===== src/rtl/cpu_axi_read_arbiter.sv =====
// ============================================================================
// Module   : cpu_axi_read_arbiter
// Brief    : Shares one AXI4 AR/R channel pair between the instruction-fetch
//            and data-load ports; one outstanding read per port, R steered
//            by ARID. Define CPU_AXI_READ_ARBITER_DATA_PRIORITY_EN for fixed
//            data-first arbitration instead of round-robin.
// Revision : 1.0 - initial release
// ============================================================================
`default_nettype none

module cpu_axi_read_arbiter #(
    parameter logic [3:0] INSTRUCTION_ID = 4'd0,
    parameter logic [3:0] DATA_ID        = 4'd1
) (
    input  logic        clock,
    input  logic        reset_,
    input  logic        instruction_ram_request,
    input  logic [1:0]  instruction_ram_size,
    input  logic [31:0] instruction_ram_address,
    output logic        instruction_ram_address_ready,
    output logic        instruction_ram_data_ready,
    output logic [31:0] instruction_ram_read_data,
    input  logic        data_ram_request,
    input  logic [1:0]  data_ram_size,
    input  logic [31:0] data_ram_address,
    output logic        data_ram_address_ready,
    output logic        data_ram_data_ready,
    output logic [31:0] data_ram_read_data,
    output logic [3:0]  axi_read_address_id,
    output logic [31:0] axi_read_address,
    output logic [2:0]  axi_read_address_size,
    output logic [7:0]  axi_read_address_length,
    output logic [1:0]  axi_read_address_burst,
    output logic [1:0]  axi_read_address_lock,
    output logic [3:0]  axi_read_address_cache,
    output logic [2:0]  axi_read_address_protection,
    output logic        axi_read_address_valid,
    input  logic        axi_read_address_ready,
    input  logic [3:0]  axi_read_data_id,
    input  logic [31:0] axi_read_data,
    input  logic [1:0]  axi_read_data_response,
    input  logic        axi_read_data_last,
    input  logic        axi_read_data_valid,
    output logic        axi_read_data_ready
);

    localparam logic [1:0] S_IDLE    = 2'd0;
    localparam logic [1:0] S_PENDING = 2'd1;
    localparam logic [1:0] S_ISSUED  = 2'd2;
    localparam logic [1:0] S_RETURN  = 2'd3;
    localparam logic       SEL_INST  = 1'b0;
    localparam logic       SEL_DATA  = 1'b1;

    logic [1:0]  r_inst_state, r_data_state;
    logic [31:0] r_inst_addr, r_data_addr;
    logic [1:0]  r_inst_size, r_data_size;
    logic [31:0] r_inst_rdata, r_data_rdata;
    logic        r_ar_valid;
    logic        r_grant;

    logic w_inst_pending, w_data_pending;
    logic w_inst_r_match, w_data_r_match;
    logic w_ar_fire;
    logic w_pick_valid, w_pick_sel;

    // Single-beat reads only: response code and last flag carry no information here.
    logic unused_r_fields;
    assign unused_r_fields = ^{axi_read_data_response, axi_read_data_last};

    assign w_inst_pending = (r_inst_state == S_PENDING);
    assign w_data_pending = (r_data_state == S_PENDING);
    assign w_inst_r_match = (axi_read_data_id == INSTRUCTION_ID) && (r_inst_state == S_ISSUED);
    assign w_data_r_match = (axi_read_data_id == DATA_ID) && (r_data_state == S_ISSUED);
    assign w_ar_fire      = r_ar_valid && axi_read_address_ready;
    assign w_pick_valid   = !r_ar_valid && (w_inst_pending || w_data_pending);

`ifdef CPU_AXI_READ_ARBITER_DATA_PRIORITY_EN
    assign w_pick_sel = w_data_pending ? SEL_DATA : SEL_INST;
`else
    logic r_last_grant;
    assign w_pick_sel = (w_inst_pending && w_data_pending) ? ~r_last_grant
                                                           : (w_data_pending ? SEL_DATA : SEL_INST);
`endif

    always_ff @(posedge clock or negedge reset_) begin
        if (!reset_) begin
            r_ar_valid <= 1'b0;
            r_grant    <= SEL_INST;
`ifndef CPU_AXI_READ_ARBITER_DATA_PRIORITY_EN
            r_last_grant <= SEL_DATA;
`endif
        end else if (w_ar_fire) begin
            r_ar_valid <= 1'b0;
        end else if (w_pick_valid) begin
            r_ar_valid <= 1'b1;
            r_grant    <= w_pick_sel;
`ifndef CPU_AXI_READ_ARBITER_DATA_PRIORITY_EN
            // Only contended picks move the pointer, so an uncontested grant cannot starve the loser.
            if (w_inst_pending && w_data_pending)
                r_last_grant <= w_pick_sel;
`endif
        end
    end

    always_ff @(posedge clock or negedge reset_) begin
        if (!reset_) begin
            r_inst_state <= S_IDLE;
            r_inst_addr  <= 32'd0;
            r_inst_size  <= 2'd0;
            r_inst_rdata <= 32'd0;
        end else begin
            case (r_inst_state)
                S_IDLE: if (instruction_ram_request) begin
                    r_inst_addr  <= instruction_ram_address;
                    r_inst_size  <= instruction_ram_size;
                    r_inst_state <= S_PENDING;
                end
                S_PENDING: if (w_ar_fire && (r_grant == SEL_INST)) r_inst_state <= S_ISSUED;
                S_ISSUED: if (axi_read_data_valid && w_inst_r_match) begin
                    r_inst_rdata <= axi_read_data;
                    r_inst_state <= S_RETURN;
                end
                default: r_inst_state <= S_IDLE;
            endcase
        end
    end

    always_ff @(posedge clock or negedge reset_) begin
        if (!reset_) begin
            r_data_state <= S_IDLE;
            r_data_addr  <= 32'd0;
            r_data_size  <= 2'd0;
            r_data_rdata <= 32'd0;
        end else begin
            case (r_data_state)
                S_IDLE: if (data_ram_request) begin
                    r_data_addr  <= data_ram_address;
                    r_data_size  <= data_ram_size;
                    r_data_state <= S_PENDING;
                end
                S_PENDING: if (w_ar_fire && (r_grant == SEL_DATA)) r_data_state <= S_ISSUED;
                S_ISSUED: if (axi_read_data_valid && w_data_r_match) begin
                    r_data_rdata <= axi_read_data;
                    r_data_state <= S_RETURN;
                end
                default: r_data_state <= S_IDLE;
            endcase
        end
    end

    assign instruction_ram_address_ready = (r_inst_state == S_IDLE) && instruction_ram_request;
    assign data_ram_address_ready        = (r_data_state == S_IDLE) && data_ram_request;
    assign instruction_ram_data_ready    = (r_inst_state == S_RETURN);
    assign data_ram_data_ready           = (r_data_state == S_RETURN);
    assign instruction_ram_read_data     = r_inst_rdata;
    assign data_ram_read_data            = r_data_rdata;

    assign axi_read_address_valid = r_ar_valid;
    assign axi_read_address_id    = !r_ar_valid ? 4'd0 :
                                    ((r_grant == SEL_DATA) ? DATA_ID : INSTRUCTION_ID);
    assign axi_read_address       = !r_ar_valid ? 32'd0 :
                                    ((r_grant == SEL_DATA) ? r_data_addr : r_inst_addr);
    assign axi_read_address_size  = !r_ar_valid ? 3'd0 :
                                    {1'b0, ((r_grant == SEL_DATA) ? r_data_size : r_inst_size)};

    assign axi_read_address_length     = 8'd0;
    assign axi_read_address_burst      = 2'b01;
    assign axi_read_address_lock       = 2'd0;
    assign axi_read_address_cache      = 4'd0;
    assign axi_read_address_protection = 3'd0;

    assign axi_read_data_ready = w_inst_r_match || w_data_r_match;

endmodule

`default_nettype wire

===== config.mk =====
export PLATFORM = sky130hd
export DESIGN_NAME = cpu_axi_read_arbiter
export DESIGN_NICKNAME = d
export VERILOG_FILES = /design/src/rtl/cpu_axi_read_arbiter.sv
export SDC_FILE = /design/constraint.sdc
export NUM_CORES = 1
export LEC_CHECK = 0
export BUFFER_PORTS_ARGS = -buffer_cell sky130_fd_sc_hd__buf_4
export CAP_MARGIN = 5
export CORE_ASPECT_RATIO = 0.8
export CORE_UTILIZATION = 49
export DETAILED_ROUTE_END_ITERATION = 6
export PLACE_DENSITY = 0.87
export SYNTH_ARGS = -nofsm -noshare
export SYNTH_HDL_FRONTEND = slang
export SYNTH_SLANG_ARGS = --single-unit

===== constraint.sdc =====
create_clock -name clock -period 2.2 [get_ports clock]
set_clock_uncertainty 0.1 [all_clocks]
set_input_delay 0.33 -clock clock [delete_from_list [all_inputs] [get_ports clock]]
set_output_delay 0.33 -clock clock [all_outputs]
set_load 0.01 [all_outputs]

==> results of run 1 <==
[cell families after synthesis]
kind of cell             after synthesis  synth area share [%]
adder cells (fa/ha/maj)                9                 1.797
AND/OR/NAND/NOR                       49                 3.813
flip-flops                           139                 55.52
buffers and inverters                 52                 5.830
other                                  2                0.1198
AO/OA/AOI/OAI                         10                 1.258
multiplexers                         169                 31.52
XOR/XNOR                               1                0.1398
[worst paths after layout]
kind	startpoint	slack, ps	end
max	r_data_state[0]$_DFFE_PN0P_	110	data_ram_address_ready
min	axi_read_data[6]	50	instruction_ram_read_data[6]$_DFFE_PN0P_
max reg2reg	r_data_state[0]$_DFFE_PN0P_	320	data_ram_read_data[0]$_DFFE_PN0P_
min reg2reg	r_last_grant$_DFFE_PN1P_	390	r_last_grant$_DFFE_PN1P_
max in group asynchronous	reset_	1050	instruction_ram_read_data[23]$_DFFE_PN0P_
min in group asynchronous	reset_	360	r_inst_addr[19]$_DFFE_PN0P_
[layer usage]
layer	up-vias	share of wire, %	track usage, %
li1	1904	-	-
met1	2104	39	25.07
met2	176	52	40.79
met3	20	8.2	9.133
met4	0	0.97	7.692
met5	-	0	0
[cell type report]
| class | count | area, um^2 |
|---|---|---|
| inverters | 9 | 33.78 |
| clock inverters | 13 | 260.3 |
| fillers | 820 | 3478 |
| multi-input cells | 261 | 2511 |
| flip-flops and latches | 139 | 3481 |
| clock buffers | 19 | 452.9 |
| repair buffers | 232 | 1911 |
| well taps | 171 | 214.0 |
[power by group through the flow]
| stage | combinational [mW] | clock (mW) | sequential [mW] |
|---|---|---|---|
| floorplan | 2.88 | 0 | 4.58 |
| global placement | 5.14 | 0 | 4.46 |
| detailed placement | 5.35 | 0 | 4.57 |
| finish | 5.51 | 3.43 | 4.53 |
| global route | 5.93 | 3.58 | 4.66 |
| CTS | 5.41 | 3.48 | 4.56 |
[sequential cells by signal (all words and copies together), names as in the netlist]
| register | flops |
|---|---|
| data_ram_read_data | 32 |
| r_inst_state | 2 |
| axi_read_address_valid | 1 |
| instruction_ram_read_data | 32 |
| r_data_size | 2 |
| r_inst_addr | 32 |
| r_last_grant | 1 |
| r_grant | 1 |
| r_data_addr | 32 |
| r_data_state | 2 |
| r_inst_size | 2 |
[synth_stat cells]
cell                        number
sky130_fd_sc_hd__dfrtp_1       138
sky130_fd_sc_hd__mux2_1          4
sky130_fd_sc_hd__mux2i_1        35
sky130_fd_sc_hd__inv_2           1
sky130_fd_sc_hd__a22o_1          1
sky130_fd_sc_hd__o2bb2ai_1       1
sky130_fd_sc_hd__a21oi_1         3
sky130_fd_sc_hd__nor3_1          1
sky130_fd_sc_hd__buf_1           3
sky130_fd_sc_hd__mux2_2         99
sky130_fd_sc_hd__nand2_1         4
sky130_fd_sc_hd__xnor2_1         1
sky130_fd_sc_hd__buf_4          24
sky130_fd_sc_hd__a32o_1          1
sky130_fd_sc_hd__a21o_1          1
sky130_fd_sc_hd__and2_1          1
sky130_fd_sc_hd__nand3_1         2
sky130_fd_sc_hd__buf_2          12
sky130_fd_sc_hd__mux2_4         31
sky130_fd_sc_hd__inv_1           8
sky130_fd_sc_hd__nor3_4          1
sky130_fd_sc_hd__buf_12          4
sky130_fd_sc_hd__nand4b_4        1
sky130_fd_sc_hd__conb_1          2
sky130_fd_sc_hd__o21ai_4         1
sky130_fd_sc_hd__a211oi_1        1
sky130_fd_sc_hd__dfstp_2         1
sky130_fd_sc_hd__ha_1            9
sky130_fd_sc_hd__nand3b_1        1
sky130_fd_sc_hd__o21ai_0         1
sky130_fd_sc_hd__nor2b_1         2
sky130_fd_sc_hd__nor2_1         35
sky130_fd_sc_hd__and4_4          1
[timing repair]
item | in CTS | in global routing
gates resized for setup | 0 | 3
setup endpoints to repair | 0 | 10
buffers inserted | 0 | 3
hold buffers | 2 | 0
hold endpoints to repair | 51 | 0
[stage by stage]
stage               cell area (um^2)  hold WS (ps)  power (mW)  setup WS (ps)
floorplan                       6346        -65.59       7.456          544.3
global placement                8048         233.5       9.601          379.7
detailed placement              8048         240.2       9.917          294.9
CTS                             8781         29.82       13.45          26.42
global route                    8864         25.77       14.16          6.971
finish                          8864         45.51       13.46          111.7
[worst max-delay path: cells and delay by family (launching register included)]
family / cells / cell delay (ps)
DFF: 1 / 380
and+or+nand+nor: 1 / 140
adders and majority gates: 1 / 250
buffers and inverters: 4 / 480
==> run summary, run 1 <==
Largest net degree at the start of global routing -> 56
TritonCTS clock tree -> done
Mean post-synth cell area -> 14.54 um^2
Cell at the root of the clock tree -> sky130_fd_sc_hd__clkbuf_16
Core outline area -> 12,340 um^2
Inserted Clock Buffers -> 17
Source-to-sink clock delay at the later pin of the worst-skew pair -> 410 ps
Cell at the slowest stage of the critical path -> sky130_fd_sc_hd__dfrtp_1
Antenna Diode Count -> 0
Count of port buffers added during placement -> 214
Share of final-layout standard cells stronger than drive strength 1 -> 59.58%
First-pass iteration count of the detailed router -> 4
Number of remaining DRC errors -> 0
Fraction of synthesized cell area taken by the top area cell type -> 55.10%
Routability cong. -> 0.7550
Detailed-placement wirelength estimate -> 10,410 um
Vias post-DR -> 4,204
Unique masters post-synth -> 33
Pwr/cell area -> 1519 nW/um^2
Crit end category -> primary output
Setup Total Neg Slack -> 0 ps
Highest attainable clock frequency -> 0.4789 GHz
Share of the clock period used by the worst path after layout -> 94.92%
Post-synthesis cell count -> 431
Sinks on Clock Net -> 139
Design internal power -> 9.259 mW
Type of origin of the critical path -> register
Average wire length per cell after detail routing -> 18.24 um
Hold violation total from the final report -> 0
Pin slew with the least headroom to its limit -> 546.5 ps
Number of global-route vias before repair -> 4,461
Synth top area cells -> sky130_fd_sc_hd__dfrtp_1 55%, sky130_fd_sc_hd__mux2_2 18%, sky130_fd_sc_hd__mux2_4 7.4%
Psw -> 4.206 mW
Max Cap Viol -> 0
Library cell with the largest summed area after synthesis -> sky130_fd_sc_hd__dfrtp_1
Util after Layout -> 71.82%
Die X -> 128.4 um
Antenna-violating nets left -> 0
Die outline height -> 103.2 um
Sequential share of the synthesized area -> 55.52%
Final Instance Count excl. Fillers -> 844
Minimum clock period after layout -> 2088 ps
H-Tree Level Count -> 4
Min-Delay Path Depth -> 2
Arr. time, crit path -> 1660 ps
Cell repeated most along the worst path -> sky130_fd_sc_hd__inv_1
Number of buffers on the longest clock path -> 2
Cell-by-cell trace of the critical path -> inv_1 > ha_1 > nand2_2 > buf_12 > inv_1 > buf_4
Clock Power Share -> 25.5%
Crit Path Category -> reg -> out
Most common cell after layout, fill and taps aside -> sky130_fd_sc_hd__buf_4
First-pass GRT wire length -> 22,780 um
RSZ-0062 raised after global routing -> false
Die outline area -> 13,250 um^2
Pins over their slew limit -> 0
Placed Cells incl. Taps -> 805
Sequential power share -> 33.6%
Clock transition at the register clock pins on the worst setup and hold paths after CTS -> 60 ps
Starting DRT DRC Count -> 127
Maximum net fanout on the critical path -> 18
Slew margin rel. -> 63.57%
Combinational share of power -> 40.9%
Overall routed net length -> 15,390 um
Max VDD drop -> 1234 uV
Setup Viol. Count Final -> 0
Critical path data required time -> 1770 ps
Longest individual stage delay on the worst path -> 380 ps
Result of the run -> completed
Number of placement rows -> 36
Ratio of routed vias to standard cells -> 4.981
Synthesized area -> 6267 um^2
Initial cell density of the core -> 50.78%
Post-synthesis sequential element count -> 139
Most frequent cells in the layout -> 217 x sky130_fd_sc_hd__buf_4, 137 x sky130_fd_sc_hd__dfrtp_1, 99 x sky130_fd_sc_hd__mux2_2
Synth warn -> 0
Static Leak -> 4.541 nW
Boundary pin count -> 241
Initial antenna violation count -> 0
Total Routing Usage GR -> 22.89%
GRT overflow -> 0
Class of the tightest hold or removal check -> in -> reg
Fraction of power spent switching nets -> 31.24%
Post-layout nets -> 782
Area Growth Syn to Fin -> 41.43%
Number of cells on the worst reg-to-reg path -> 5
(Power assumes the default switching activity.)
==> inputs of run 2 (changes only) <==
- PLACE_DENSITY: 0.87 -> 0.81
==> run summary, run 2 (synthesized netlist as in run 1, its figures left out) <==
Pwr/cell area -> 1526 nW/um^2 (+0.43%)
Most common cell after layout, fill and taps aside -> sky130_fd_sc_hd__buf_4
Total Routing Usage GR -> 23.64% (+0.76 points)
Slew margin rel. -> 64.52% (+0.96 points)
Average wire length per cell after detail routing -> 18.13 um (-0.56%)
Core outline area -> 12,340 um^2 (unchanged)
Sinks on Clock Net -> 139 (unchanged)
Crit end category -> primary output
Minimum clock period after layout -> 2084 ps (-4.638 ps)
Combinational share of power -> 40.9% (about the same)
DP Worst Slack -> 250.1 ps (-44.87 ps)
Ratio of routed vias to standard cells -> 4.964 (-0.34%)
H-Tree Level Count -> 4 (unchanged)
Starting DRT DRC Count -> 96 (-24%)
Type of origin of the critical path -> register
Critical path data required time -> 1770 ps (about the same)
Initial cell density of the core -> 50.78% (unchanged)
Source-to-sink clock delay at the later pin of the worst-skew pair -> 420 ps (about the same)
Clock transition at the register clock pins on the worst setup and hold paths after CTS -> 60 ps (about the same)
First-pass iteration count of the detailed router -> 4 (unchanged)
Maximum net fanout on the critical path -> 16 (-2)
Sequential power share -> 33.6% (about the same)
Die X -> 128.4 um (unchanged)
Routability cong. -> 0.7277 (-3.6%)
Number of remaining DRC errors -> 0 (unchanged)
TritonCTS clock tree -> done
Cell repeated most along the worst path -> sky130_fd_sc_hd__inv_1
Psw -> 4.212 mW (+0.15%)
Boundary pin count -> 241 (unchanged)
Share of final-layout standard cells stronger than drive strength 1 -> 59.70% (+0.12 points)
Arr. time, crit path -> 1650 ps (about the same)
Pin slew with the least headroom to its limit -> 532.2 ps (-14.33 ps)
Cell at the slowest stage of the critical path -> sky130_fd_sc_hd__dfrtp_1
Area taken by multi-input logic gates -> 2511 um^2 (unchanged)
Area Growth Syn to Fin -> 41.23%
Highest attainable clock frequency -> 0.4799 GHz (+0.22%)
Die outline height -> 103.2 um (unchanged)
Initial antenna violation count -> 0 (unchanged)
Post-layout nets -> 779 (-0.38%)
Detailed-placement wirelength estimate -> 10,260 um (-1.4%)
Crit Path Category -> reg -> out
Cell family contributing the most delay on the critical path -> buffers and inverters
Clock Power Share -> 25.5% (about the same)
Die outline area -> 13,250 um^2 (unchanged)
Cell-by-cell trace of the critical path -> inv_1 > ha_1 > nand2_4 > buf_12 > inv_1 > buf_4
Overall routed net length -> 15,250 um (-0.91%)
Critical path buffer and inverter count -> 4 (unchanged)
Class of the tightest hold or removal check -> in -> reg
Cell at the root of the clock tree -> sky130_fd_sc_hd__clkbuf_16
Number of buffers on the longest clock path -> 2 (unchanged)
Max Cap Viol -> 0 (unchanged)
Pins over their slew limit -> 0 (unchanged)
Fraction of power spent switching nets -> 31.19% (-0.044 points)
Antenna-violating nets left -> 0 (unchanged)
Setup Viol. Count Final -> 0 (unchanged)
Most frequent cells in the layout -> 215 x sky130_fd_sc_hd__buf_4, 136 x sky130_fd_sc_hd__dfrtp_1, 99 x sky130_fd_sc_hd__mux2_2
Largest net degree at the start of global routing -> 54 (-3.6%)
Slack of the critical path -> 116.3 ps (+4.638 ps)
Hold violation total from the final report -> 0 (unchanged)
Register cell area after layout -> 3485 um^2 (+0.11%)
Worst-case hold slack -> 14.15 ps (-31.36 ps)
Inserted Clock Buffers -> 17 (unchanged)
Count of port buffers added during placement -> 214 (unchanged)
GRT overflow -> 0 (unchanged)
Design internal power -> 9.292 mW (+0.35%)
Static Leak -> 4.542 nW (about the same)
Number of global-route vias before repair -> 4,541 (+1.8%)
Longest individual stage delay on the worst path -> 400 ps (+20 ps)
Count of fill cells added during filler insertion -> 851 (+3.8%)
Result of the run -> completed
Total power draw -> 13.50 mW (+0.29%)
First-pass GRT wire length -> 23,200 um (+1.9%)
Share of the clock period used by the worst path after layout -> 94.71% (-0.21 points)
Max VDD drop -> 960.1 uV (-22%)
Antenna Diode Count -> 0 (unchanged)
Number of placement rows -> 36 (unchanged)
Vias post-DR -> 4,175 (-0.69%)
run 2: worst paths after layout:
| check | startpoint | end | slack, ps | depth (start not counted) |
|---|---|---|---|---|
| worst max register to register | r_data_state[0]$_DFFE_PN0P_ | data_ram_read_data[15]$_DFFE_PN0P_ | 230 | 5 |
| worst min register to register | r_last_grant$_DFFE_PN1P_ | r_last_grant$_DFFE_PN1P_ | 390 | 1 |
| max in group asynchronous | reset_ | data_ram_read_data[3]$_DFFE_PN0P_ | 1070 | 3 |
| worst min-delay path | axi_read_address_ready | axi_read_address_valid$_DFFE_PN0P_ | 10 | 2 |
| min in group asynchronous | reset_ | r_inst_addr[19]$_DFFE_PN0P_ | 340 | 2 |
| worst max-delay path | r_data_state[0]$_DFFE_PN0P_ | data_ram_address_ready | 120 | 6 |
run 2: power groups by stage:
stage | clock, mW | combinational [mW] | sequential [mW]
floorplan | 0 | 2.88 | 4.58
global placement | 0 | 5.17 | 4.47
global route | 3.60 | 5.95 | 4.67
detailed placement | 0 | 5.38 | 4.57
finish | 3.44 | 5.52 | 4.54
CTS | 3.49 | 5.49 | 4.56
run 2: final cells by class:
type | instances | area share, %
Timing Repair Buffer | 229 | 21.39
Clock inverter | 13 | 2.954
Clock buffer | 19 | 5.117
Sequential cell | 139 | 39.37
Inverter | 9 | 0.3817
Multi-Input combinational cell | 261 | 28.37
Tap cell | 171 | 2.417
run 2: routing by layer:
metal | routed length, um | global-route usage [%] | share of wire [%] | vias up
met4 | 191 | 9.321 | 1.3 | 0
li1 | - | - | - | 1910
met2 | 7901 | 42.20 | 52 | 166
met1 | 5868 | 25.69 | 38 | 2079
met5 | 0 | 0 | 0 | -
met3 | 1290 | 8.874 | 8.5 | 20
run 2: through the flow:
stage / instance area, um^2 / util (%) / setup TNS (ps) / cells
2_1_floorplan: 6346 / - / 0 / 452
3_3_place_gp: 8048 / 65.21 / 0 / 805
3_5_place_dp: 8048 / 65.21 / 0 / 805
4_1_cts: 8810 / 71.38 / 0 / 839
5_1_grt: 8851 / 71.72 / -14.26 / 841
6_report: 8851 / 71.72 / 0 / 841
run 2: worst register-to-register path: cells and delay by family (launching register included):
| kind | cells | cell delay [ps] |
|---|---|---|
| flip-flops | 1 | 400 |
| adder cells (fa/ha/maj) | 1 | 260 |
| AND/OR/NAND/NOR | 1 | 420 |
| buffers and inverters | 2 | 360 |
| multiplexers | 1 | 320 |
run 2: repair_timing:
| item | in CTS | in global routing |
|---|---|---|
| hold endpoints to repair | 49 | 0 |
| hold buffers | 1 | 0 |
| cloned | 1 | 1 |
| gates resized for setup | 2 | 3 |
| setup buffers | 0 | 1 |
| setup endpoints to repair | 2 | 3 |
==> inputs of run 3 (changes only) <==
- ABC_AREA: default -> 1
==> run summary, run 3 <==
Result of the run -> completed
Commonest cells in the synthesized netlist -> 285 x sky130_fd_sc_hd__nand2_1, 138 x sky130_fd_sc_hd__dfrtp_1, 72 x sky130_fd_sc_hd__nor2_1
Unique masters post-synth -> 28 (-15%)
Number of resized instances in the post-cts repair step -> 0 (-2)
Fraction of synthesized cell area taken by the top area cell type -> 54.51% (-0.59 points)
Antenna-violating nets left -> 0 (unchanged)
Number of buffers on the longest clock path -> 2 (unchanged)
Boundary pin count -> 241 (unchanged)
Slack of the critical path -> 163.7 ps (+47.36 ps)
FF-to-FF setup slack -> 420 ps (+190 ps)
GRT overflow -> 0 (unchanged)
Global Route met2 Usage -> 40.75% (-1.5 points)
Largest net degree at the start of global routing -> 66 (+22%)
Initial cell density of the core -> 51.14% (+0.36 points)
Max Cap Viol -> 0 (unchanged)
Pins over their slew limit -> 0 (unchanged)
Overall routed net length -> 15,680 um (+2.8%)
Post-synthesis cell count -> 731 (+70%)
Most used routing layer -> met2
Most common cell after layout, fill and taps aside -> sky130_fd_sc_hd__nand2_1
Crit end category -> primary output
Number of global-route vias before repair -> 5,317 (+17%)
Max VDD drop -> 933.1 uV (-2.8%)
Pwr/cell area -> 1382 nW/um^2 (-9.4%)
Library cell with the largest summed area after synthesis -> sky130_fd_sc_hd__dfrtp_1
Die outline height -> 103.7 um (+0.53%)
Static Leak -> 4.757 nW (+4.7%)
Synth top area cells -> sky130_fd_sc_hd__dfrtp_1 55%, sky130_fd_sc_hd__nand2_1 17%, sky130_fd_sc_hd__o21ai_2 6.6%
Cell at the slowest stage of the critical path -> sky130_fd_sc_hd__dfrtp_1
Number of flops mapped to enable cells by yosys -> 0 (unchanged)
Ratio of routed vias to standard cells -> 4.695 (-5.4%)
Crit Path Category -> reg -> out
Hold violation total from the final report -> 0 (unchanged)
TritonCTS clock tree -> done
Share of the clock period used by the worst path after layout -> 92.56% (-2.2 points)
RSZ-0062 raised after global routing -> false
Critical path data required time -> 1770 ps (about the same)
Maximum net fanout on the critical path -> 5 (-11)
Core outline area -> 12,390 um^2 (+0.37%)
Inserted Clock Buffers -> 17 (unchanged)
Synthesized area -> 6335 um^2 (+1.1%)
Setup Total Neg Slack -> 0 ps (unchanged)
DP Worst Slack -> 384.6 ps (+134.6 ps)
Longest individual stage delay on the worst path -> 430 ps (+30 ps)
Minimum clock period after layout -> 2036 ps (-47.36 ps)
Average wire length per cell after detail routing -> 13.90 um (-23%)
Die X -> 129.1 um (+0.53%)
Cell at the root of the clock tree -> sky130_fd_sc_hd__clkbuf_16
Sequential share of the synthesized area -> 54.93% (-0.59 points)
Cell repeated most along the worst path -> sky130_fd_sc_hd__inv_1
Total Routing Usage GR -> 24.69% (+1.0 points)
Post-layout nets -> 1,066 (+37%)
Initial antenna violation count -> 0 (unchanged)
Arr. time, crit path -> 1610 ps (-40 ps)
Detailed-placement wirelength estimate -> 10,800 um (+5.2%)
Type of origin of the critical path -> register
Sinks on Clock Net -> 139 (unchanged)
Async SR Flop Fraction -> 100.0% (unchanged)
Count leader, synth -> sky130_fd_sc_hd__nand2_1
Cell-by-cell trace of the critical path -> inv_1 > ha_1 > inv_1 > nor3_2 > o21a_1 > buf_4
First-pass GRT wire length -> 25,720 um (+11%)
Source-to-sink clock delay at the later pin of the worst-skew pair -> 410 ps (about the same)
Count of fill cells added during filler insertion -> 976 (+15%)
Vias post-DR -> 5,296 (+27%)
Synth warn -> 0 (unchanged)
Class of the tightest hold or removal check -> in -> reg
Antenna Diode Count -> 0 (unchanged)
H-Tree Level Count -> 4 (unchanged)
Setup Viol. Count Final -> 0 (unchanged)
Mean post-synth cell area -> 8.666 um^2 (-40%)
First-pass iteration count of the detailed router -> 5 (+1)
Routability cong. -> 0.7668 (+5.4%)
Share of final-layout standard cells stronger than drive strength 1 -> 33.23% (-26 points)
Commonest register cell after synthesis -> sky130_fd_sc_hd__dfrtp_1
M1 GR Usage -> 29.69% (+4.0 points)
Util after Layout -> 69.48% (-2.2 points)
Clock transition at the register clock pins on the worst setup and hold paths after CTS -> 60 ps (about the same)
Most frequent cells in the layout -> 285 x sky130_fd_sc_hd__nand2_1, 225 x sky130_fd_sc_hd__buf_4, 138 x sky130_fd_sc_hd__dfrtp_1
Number of placement rows -> 36 (unchanged)
Die outline area -> 13,390 um^2 (+1.1%)
Number of remaining DRC errors -> 0 (unchanged)
Area Growth Syn to Fin -> 35.87%
Met3 track demand over resource -> 10.38% (+1.5 points)
Count of port buffers added during placement -> 214 (unchanged)
Post-synthesis sequential element count -> 139 (unchanged)
Highest attainable clock frequency -> 0.4911 GHz (+2.3%)
Starting DRT DRC Count -> 191 (+99%)
run 3: stage by stage:
| stage | hold slack [ps] | cell area [um^2] | instances | power, mW |
|---|---|---|---|---|
| floorplan | -65.59 | 6414 | 752 | 6.917 |
| global placement | 202.0 | 8021 | 1095 | 9.004 |
| detailed placement | 200.2 | 8021 | 1095 | 9.167 |
| CTS | 2.818 | 8607 | 1128 | 12.00 |
| global route | 5.214 | 8607 | 1128 | 12.81 |
| finish | 12.46 | 8607 | 1128 | 11.89 |
run 3: power breakdown:
part | switching, mW | internal [mW]
combinational | 2.64 | 2.18
clock | 1.10 | 1.68
sequential | 0.618 | 3.67
total | 4.37 | 7.53
run 3: kinds of logic after synthesis:
kind of cell,after synthesis,synth area share (%)
flip-flops,139,54.93
AO/OA/AOI/OAI,106,11.36
XOR/XNOR,1,0.1383
AND/OR/NAND/NOR,370,22.52
adder cells (fa/ha/maj),9,1.778
other,2,0.1186
buffers and inverters,104,9.164
run 3: repair_timing:
action / CTS / global route
setup buffers: 0 / 0
hold buffers: 1 / 0
hold endpoints to repair: 44 / 0
run 3: path summary, 6_finish.rpt:
kind | cells after the start | from | to
setup / recovery | 6 | r_inst_state[0]$_DFFE_PN0P_ | axi_read_data_ready
hold / removal | 3 | data_ram_address[20] | r_data_addr[20]$_DFFE_PN0P_
setup reg to reg | 10 | r_data_state[0]$_DFFE_PN0P_ | r_data_state[0]$_DFFE_PN0P_
hold reg to reg | 2 | r_inst_addr[27]$_DFFE_PN0P_ | r_inst_addr[27]$_DFFE_PN0P_
max in group asynchronous | 3 | reset_ | r_data_addr[8]$_DFFE_PN0P_
min in group asynchronous | 2 | reset_ | r_data_addr[14]$_DFFE_PN0P_
run 3: metal layers:
metal	wire (um)	vias to the layer above	part of all wire [%]
met5	0	-	0
met4	158	0	1.0
met3	1613	15	10
met2	7528	199	48
met1	6379	2442	41
li1	-	2640	-
run 3: worst max-delay path, delay by kind of cell (launching register included):
family                   cells  cell delay [ps]
buffers and inverters        3              270
AND/OR/NAND/NOR              1              200
flip-flops                   1              430
AO/OA/AOI/OAI                1              140
adder cells (fa/ha/maj)      1              160
run 3: cell type report:
| class | instances | area [um^2] | area share, % |
|---|---|---|---|
| Clock inverter | 13 | 142.6 | 1.657 |
| Clock buffer | 19 | 432.9 | 5.030 |
| Sequential cell | 139 | 3480 | 40.43 |
| Tap cell | 171 | 214.0 | 2.486 |
| Timing Repair Buffer | 232 | 1810 | 21.04 |
| Inverter | 45 | 168.9 | 1.962 |
| Multi-Input combinational cell | 509 | 2359 | 27.40 |
